$ cat src/rtl/mult8_seq_ctrl_if.sv
// Operand/result handshake bundle for the sequential 8x8 multiplier.
// The master offers operands and consumes products; the slave is the controller.
interface mult8_seq_ctrl_if;
  logic        in_valid;
  logic        in_ready;
  logic [7:0]  a;
  logic [7:0]  b;
  logic        out_valid;
  logic        out_ready;
  logic [15:0] product;

  modport master (
    output in_valid, a, b, out_ready,
    input  in_ready, out_valid, product
  );

  modport slave (
    input  in_valid, a, b, out_ready,
    output in_ready, out_valid, product
  );
endinterface

$ cat src/rtl/mult8_seq_ctrl.sv
// 8x8 unsigned multiply built from four passes through one external 4x4 core.
// state | meaning
// IDLE  | ready for a new operand pair
// MUL   | one partial product per cycle, step 0..3 selects nibbles and shift
// DONE  | product presented until the consumer takes it
module mult8_seq_ctrl (
  input  logic                  clk,
  input  logic                  rst_n,
  mult8_seq_ctrl_if.slave       bus,
  output logic                  busy_o,
  output logic [3:0]            mul_x_o,
  output logic [3:0]            mul_y_o,
  input  logic [7:0]            mul_o_i
);

  typedef enum logic [1:0] {IDLE, MUL, DONE} state_t;

  state_t      state_q, state_d;
  logic [1:0]  step_q, step_d;
  logic [7:0]  a_q, a_d;
  logic [7:0]  b_q, b_d;
  logic [15:0] acc_q, acc_d;
  logic [15:0] addend;

  always_ff @(posedge clk) begin
    if (!rst_n) begin
      state_q <= IDLE;
      step_q  <= 2'd0;
      a_q     <= 8'd0;
      b_q     <= 8'd0;
      acc_q   <= 16'd0;
    end else begin
      state_q <= state_d;
      step_q  <= step_d;
      a_q     <= a_d;
      b_q     <= b_d;
      acc_q   <= acc_d;
    end
  end

  always_comb begin
    state_d = state_q;
    step_d  = step_q;
    a_d     = a_q;
    b_d     = b_q;
    acc_d   = acc_q;
    mul_x_o = 4'd0;
    mul_y_o = 4'd0;
    addend  = 16'd0;

    // Core operands and weight depend only on the registered operands and step.
    if (state_q == MUL) begin
      case (step_q)
        2'd0: begin
          mul_x_o = a_q[3:0];
          mul_y_o = b_q[3:0];
          addend  = {8'd0, mul_o_i};
        end
        2'd1: begin
          mul_x_o = a_q[7:4];
          mul_y_o = b_q[3:0];
          addend  = {4'd0, mul_o_i, 4'd0};
        end
        2'd2: begin
          mul_x_o = a_q[3:0];
          mul_y_o = b_q[7:4];
          addend  = {4'd0, mul_o_i, 4'd0};
        end
        default: begin
          mul_x_o = a_q[7:4];
          mul_y_o = b_q[7:4];
          addend  = {mul_o_i, 8'd0};
        end
      endcase
    end

    case (state_q)
      IDLE: begin
        if (bus.in_valid) begin
          a_d     = bus.a;
          b_d     = bus.b;
          acc_d   = 16'd0;
          step_d  = 2'd0;
          state_d = MUL;
        end
      end
      MUL: begin
        acc_d  = acc_q + addend;
        step_d = step_q + 2'd1;
        if (step_q == 2'd3) state_d = DONE;
      end
      DONE: begin
        if (bus.out_ready) state_d = IDLE;
      end
      default: state_d = IDLE;
    endcase
  end

  assign bus.in_ready  = (state_q == IDLE);
  assign bus.out_valid = (state_q == DONE);
  assign bus.product   = acc_q;
  assign busy_o        = (state_q != IDLE);

endmodule

$ cat src/flat_wrapper.sv
// flat-port wrapper written by rule: the top's interface ports become plain ports
module mult8_seq_ctrl_flat 
  (clk, rst_n, busy_o, mul_x_o, mul_y_o, mul_o_i, bus_in_valid, bus_a, bus_b, bus_out_ready, bus_in_ready, bus_out_valid, bus_product);
  mult8_seq_ctrl_if bus_i ();
  input  logic clk;
  input  logic rst_n;
  output logic busy_o;
  output logic [3:0] mul_x_o;
  output logic [3:0] mul_y_o;
  input  logic [7:0] mul_o_i;
  input wire logic [$bits(bus_i.in_valid)-1:0] bus_in_valid;
  input wire logic [$bits(bus_i.a)-1:0] bus_a;
  input wire logic [$bits(bus_i.b)-1:0] bus_b;
  input wire logic [$bits(bus_i.out_ready)-1:0] bus_out_ready;
  output wire logic [$bits(bus_i.in_ready)-1:0] bus_in_ready;
  output wire logic [$bits(bus_i.out_valid)-1:0] bus_out_valid;
  output wire logic [$bits(bus_i.product)-1:0] bus_product;
  assign bus_i.in_valid = bus_in_valid;
  assign bus_i.a = bus_a;
  assign bus_i.b = bus_b;
  assign bus_i.out_ready = bus_out_ready;
  assign bus_in_ready = bus_i.in_ready;
  assign bus_out_valid = bus_i.out_valid;
  assign bus_product = bus_i.product;
  mult8_seq_ctrl u_core (.clk(clk), .rst_n(rst_n), .bus(bus_i), .busy_o(busy_o), .mul_x_o(mul_x_o), .mul_y_o(mul_y_o), .mul_o_i(mul_o_i));
endmodule
$ cat config.mk
export PLATFORM = sky130hd
export DESIGN_NAME = mult8_seq_ctrl_flat
export DESIGN_NICKNAME = d
export VERILOG_FILES = /design/src/rtl/mult8_seq_ctrl_if.sv /design/src/rtl/mult8_seq_ctrl.sv /design/src/flat_wrapper.sv
export SDC_FILE = /design/constraint.sdc
export NUM_CORES = 1
export LEC_CHECK = 0
export ABC_AREA = 1
export BUFFER_PORTS_ARGS = -buffer_cell sky130_fd_sc_hd__buf_2
export CORE_AREA = 5 5 112 114
export DETAILED_ROUTE_END_ITERATION = 8
export DIE_AREA = 0 0 117 119
export PLACE_DENSITY_LB_ADDON = 0.15
export SYNTH_ARGS = -nofsm -noshare
export SYNTH_HDL_FRONTEND = slang
export SYNTH_SLANG_ARGS = --single-unit
$ cat constraint.sdc
create_clock -name clk -period 6.37 [get_ports clk]
set_input_delay 0.3185 -clock clk [delete_from_list [all_inputs] [get_ports clk]]
set_output_delay 0.3185 -clock clk [all_outputs]
set_load 0.01 [all_outputs]
# Word level (Yosys, flattened, before mapping)
# Index checks and enable logic that the tools add are counted.
dict set report totals {
  input_bits 28
  reg_bits 36
}
dict set report op_classes {
  n_eq_ne 8
  n_reduce_logical 10
  mux 14
  add_sub_neg 2
}
# operator count
set op_table {}
lappend op_table {{case mux 16 bit (2 select lines)} 2}
lappend op_table {{2-to-1 mux 16 bit} 2}
lappend op_table {{adder 16 bit} 1}
lappend op_table {{2-to-1 mux 4 bit} 4}
lappend op_table {{2-to-1 mux 2 bit} 4}
lappend op_table {{== test 2 bit, second input constant} 3}
lappend op_table {{inequality test 2 bit, second input constant} 3}
lappend op_table {{case mux 2 bit (3 select lines)} 1}
lappend op_table {{OR reduction 2 bit} 3}
lappend op_table {{== test 2 x 1 -> 1 bit, second input constant} 2}
lappend op_table {{zero test 2 bit} 2}
lappend op_table {{case mux 2 bit (2 select lines)} 1}
lappend op_table {{AND reduction 2 bit} 2}
lappend op_table {{nonzero test 2 bit} 2}
lappend op_table {{AND reduction 3 bit} 1}
lappend op_table {{adder 2 x 1 -> 2 bit, second input constant} 1}

# Longest topological paths before layout
dict set report depth {
  word_depth 6
  ltp_mapped 17
}

# Worst setup path before layout
# Ideal clock, no wire load.
dict set report synth_timing {
  path_type {flip-flop to flip-flop}
  startpoint {register u_core.step_q[0]}
  endpoint {register u_core.acc_q[12], in the netlist u_core.bus.product[12]}
  stages_incl_launch_ff 15
  path_buffers 0
  t_arrival_ns 2.061
  slack_ns 4.239
  required_ns 6.300
  cell_sequence {dfxtp_1 -> inv_1 -> ha_1 -> inv_1 -> nor3_1 -> ha_1 -> fa_1 -> nand2_1 -> nand2_1 -> and2_4 -> nand3_1 -> nand3_1 -> nand2_1 -> nand3_1 -> a21oi_2}
}
dict set report synth_between {
  elab_chain_len 6
  elab_cells_between_ends 8
  classes_between {add/sub: 1; eq/ne: 2; mux: 3; reduce/logical: 2}
}
# element line_no
set synth_lines {}
lappend synth_lines {{start: declaration} mult8_seq_ctrl.sv:19} ;# logic [1:0] step_q, step_d;
lappend synth_lines {{start signal: assignment} mult8_seq_ctrl.sv:34} ;# step_q <= step_d;
lappend synth_lines {{== test 2 x 1 -> 1 bit or == test 2 bit (tied branches)} mult8_seq_ctrl.sv:53} ;# case (step_q)
lappend synth_lines {{OR reduction 2 bit (no line)} n/a}
lappend synth_lines {{case mux 16 bit (2 select lines) *} mult8_seq_ctrl.sv:53}
lappend synth_lines {{2-to-1 mux 16 bit *} mult8_seq_ctrl.sv:52} ;# if (state_q == MUL) begin
lappend synth_lines {{adder 16 bit *} mult8_seq_ctrl.sv:88} ;# acc_d = acc_q + addend;
lappend synth_lines {{case mux 16 bit (2 select lines) *} mult8_seq_ctrl.sv:77} ;# case (state_q)
lappend synth_lines {{end signal: assignment} mult8_seq_ctrl.sv:31} ;# acc_q <= 16'd0;
lappend synth_lines {{end signal: assignment} mult8_seq_ctrl.sv:37} ;# acc_q <= acc_d;
lappend synth_lines {{end: declaration} mult8_seq_ctrl.sv:22} ;# logic [15:0] acc_q, acc_d;
# Every way passes the cells marked *; elsewhere a longest branch is shown, timed or not.
# A chain may end at the register's enable or synchronous reset.

# Worst setup path after layout
dict set report layout_timing {
  startpoint {register u_core.state_q[0]}
  endpoint {register u_core.acc_q[15], in the netlist u_core.bus.product[15]}
}
dict set report layout_between {
  elab_chain_len 4
  elab_cells_between_ends 8
  classes_between {add/sub: 1; eq/ne: 2; mux: 2; reduce/logical: 3}
}
# element line_no
set layout_lines {}
lappend layout_lines {{start: declaration} mult8_seq_ctrl.sv:18} ;# state_t state_q, state_d;
lappend layout_lines {{start signal: assignment} mult8_seq_ctrl.sv:33} ;# state_q <= state_d;
lappend layout_lines {{== test 2 x 1 -> 1 bit} {mult8_seq_ctrl.sv:52, mult8_seq_ctrl.sv:77}}
lappend layout_lines {{2-to-1 mux 16 bit} mult8_seq_ctrl.sv:52}
lappend layout_lines {{adder 16 bit} mult8_seq_ctrl.sv:88}
lappend layout_lines {{case mux 16 bit (2 select lines)} mult8_seq_ctrl.sv:77}
# Parallel ways exist; a longest one is shown, timed or not.

==> metrics.yaml <==
sta:
  unrepaired_setup_endpoints_after_global_routing: "no"
  achievable-frequency_ghz: 0.322
  period_share_pct: 48.7
  worstMarginPinSlew_ns: 0.881
  period_minus_slack_ns: 3.10
  slew_viol_final: 0
  finClkSkew_ns: 0.00980
  fin_tns_setup_ns: 0
  maxSlewHeadroom_pct: 41.2
  hold_viol: 0
  report.final.setup_viol: 0
cts:
  tritoncts: "done"
  clock_tree.root_cell: "clkbuf_16"
  post-cts-setup-buffer-count: 0
  tritoncts.num_buffers: 5
  htree_levels: 2
  latest_clock_arrival_within_the_worst_skew_pair_ns: 0.29
  worst_setup_hold_path_clk_slew_ns: 0.07
  cts_num_sinks: 36
  cts.path.max_buffers: 2
  cts_resized: 0
  cts_hold_buf: 0
global_routing:
  gr-max-usage-layer: "met2"
  first_global_vias: 2733
  grtUsageMet1_pct: 16.0
  global_route.usage.total_pct: 11.8
  met3_demand_to_capacity_share_in_global_routing_pct: 2.89
  pin_count_of_the_biggest_net_entering_global_routing: 25
  antenna_found_initial: 0
  first_pass_grt_wire_length_mm: 13.3
  globalRouteOverflowTotal: 0
  gr-usage-met2_pct: 19.3
final_layout:
  finish.cell_count_without_fillers: 594
  finish.utilization_pct: 27.5
  antenna_cells: 0
  area.growth.synth_to_final_pct: 22.1
  nets_finish: 498
  layout.cell_area.non_filler_um2: 3120
  drive_gt1_share_pct: 19.1
worst_setup_path:
  cp_data_required_time_ns: 6.57
  worstSetupEndpointType: "flop"
  timing_worst_setup_path_type: "reg2reg"
  critPathLaunchType: "flop"
  crit_path_max_fanout: 24
  timing.critical_path.arrival_ns: 3.31
floorplan:
  die_span_y_um: 119
  chipWidth_um: 117
  floorplan.rows: 39
  floorplan.initialDensity_pct: 22.5
  floorplan.core_area_um2: 11300
  io_pins: 55
  die-area_um2: 13900
route:
  antenna_violating_nets_post_route: 0
  route.detailed.wl_per_inst_um: 13.3
  route.detailed.vias_per_inst: 4.38
  routed_wirelength_mm: 7.89
  drt-pass1-iter-count: 5
  detail_route.iter0.violations: 79
  num_vias: 2602
  drcViolationCount: 0
placement:
  dp_hpwl_mm: 6.11
  placed_cell_areas_um2: 2950
  gp_routability_congestion: 0.821
  port_buffers: 54
  inst_count_dp: 586
flow_run:
  max_cap_violations: 0
synth:
  mean_syn_cell_area_um2: 6.43
  synth.net_count: 445
  synth_sequential_area_ratio_pct: 28.2
  netlist_top_cells_count: "91 x nand2_1, 65 x nor2_1, 56 x inv_1"
  ys.warnings.count: 0
  number_of_different_library_cells_in_the_post_synthesis_netlist: 33
  synth_flop_cell: "dfxtp_1"
  ff_latch_count_synth: 36
  ys_async_sr_fraction_pct: 0
  yosysTopAreaCell: "dfxtp_1"
  synthMostInstantiatedCell: "nand2_1"
  fraction_of_post_synthesis_cell_area_in_the_top_cell_type_by_area_pct: 28.2
  mappedNetlistArea_um2: 2550
  number_of_instances_in_the_synthesized_netlist: 397
  netlist_top_cells_area: "dfxtp_1 28%, nand2_1 13%, nor2_1 9.6%, ha_1 9.3%, inv_1 8.2%"
  synth_edf_count: 0
power_and_ir_drop:
  max-vdd-ir-drop_mv: 0.107
  report.power.total_mw: 0.643
  power.density_cell_area_nw_per_um2: 207
  cellLeakagePower_nw: 1.64
hold_path:
  hold_class: "in2reg"
run_status:
  run_status: "finished clean"
[kinds of logic (layout without fill, tap and decap cells)]
group	count (synthesis)	count (layout)	share of synthesized area (%)
XOR/XNOR	1	1	0.343
buffers and inverters	68	122	11.0
adder cells (fa/ha/maj)	20	20	10.1
AND/OR/NAND/NOR	202	202	34.5
AO/OA/AOI/OAI	70	70	15.8
flip-flops	36	36	28.2
[path summary, 6_finish.rpt]
check	startpoint	end	slack (ns)	cells past startpoint
worst max register to register	u_core.state_q[0]	u_core.bus.product[15]	3.27	16
worst min register to register	u_core.a_q[2]	u_core.a_q[2]	0.48	2
worst max-delay path	u_core.state_q[0]	u_core.bus.product[15]	3.27	16
worst min-delay path	bus_b[7]	u_core.b_q[7]	0.28	3
[registers in the layout, summed over array words and instances, names as in the netlist]
name	cells
u_core.b_q	8
u_core.state_q	2
u_core.a_q	8
u_core.bus.product	16
u_core.step_q	2
[through the flow]
step / hold slack (ns) / worst slack (ns)
2_1_floorplan: 0.450 / 4.24
6_report: 0.284 / 3.27
3_5_place_dp: 0.471 / 3.25
3_3_place_gp: 0.462 / 3.31
5_1_grt: 0.308 / 2.94
4_1_cts: 0.282 / 3.22
[where the power goes]
part | leakage [nW] | switching (mW) | internal [mW]
registers | 0.295 | 0.00740 | 0.237
clock network | 0.0808 | 0.109 | 0.185
logic | 1.26 | 0.0702 | 0.0354
[worst max-delay path: stages (launching register included)]
cell     delay, ns
dfxtp_1       0.39
inv_2         0.06
nor2_4        0.57
inv_4         0.13
nor2_4        0.13
inv_2         0.09
o32ai_1       0.40
ha_1          0.37
nand2_1       0.12
inv_1         0.06
a21oi_1       0.13
nand2_1       0.11
nand2_1       0.13
nand2_1       0.06
nand2_1       0.05
nand3_1       0.08
a21oi_2       0.15
[cell type report]
cell class	count	area, um2
fill	1322	8210
sequential	36	721
inverter	60	230
multi-input combinational	293	1550
clock buffer	6	129
timing repair buffer	54	270
clock inverter	2	35.0
tap	143	179
[routing by layer]
metal / vias up / part of all wire, %
met1: 1163 / 49
met5: - / 0
met2: 65 / 45
met4: 0 / 0.52
li1: 1369 / -
met3: 5 / 6.0
[cells in the final DEF (no fill, tap or decap), types with 2 or more instances in the layout]
| cell | netlist | layout |
|---|---|---|
| a21o_1 | 2 | 2 |
| a21oi_1 | 22 | 22 |
| a21oi_2 | 7 | 7 |
| buf_2 | 0 | 54 |
| clkbuf_16 | 0 | 5 |
| dfxtp_1 | 36 | 36 |
| ha_1 | 19 | 19 |
| inv_1 | 56 | 56 |
| inv_2 | 2 | 2 |
| inv_4 | 2 | 2 |
| nand2_1 | 91 | 91 |
| nand2_2 | 7 | 7 |
| nand2_4 | 2 | 2 |
| nand3_1 | 18 | 18 |
| nand3b_1 | 2 | 2 |
| nand4_1 | 2 | 2 |
| nor2_1 | 65 | 65 |
| nor2_4 | 2 | 2 |
| nor3_1 | 7 | 7 |
| o21ai_0 | 30 | 30 |
| o22ai_1 | 4 | 4 |
| o32ai_1 | 4 | 4 |
Note: power is estimated with default switching activity, not from simulation.
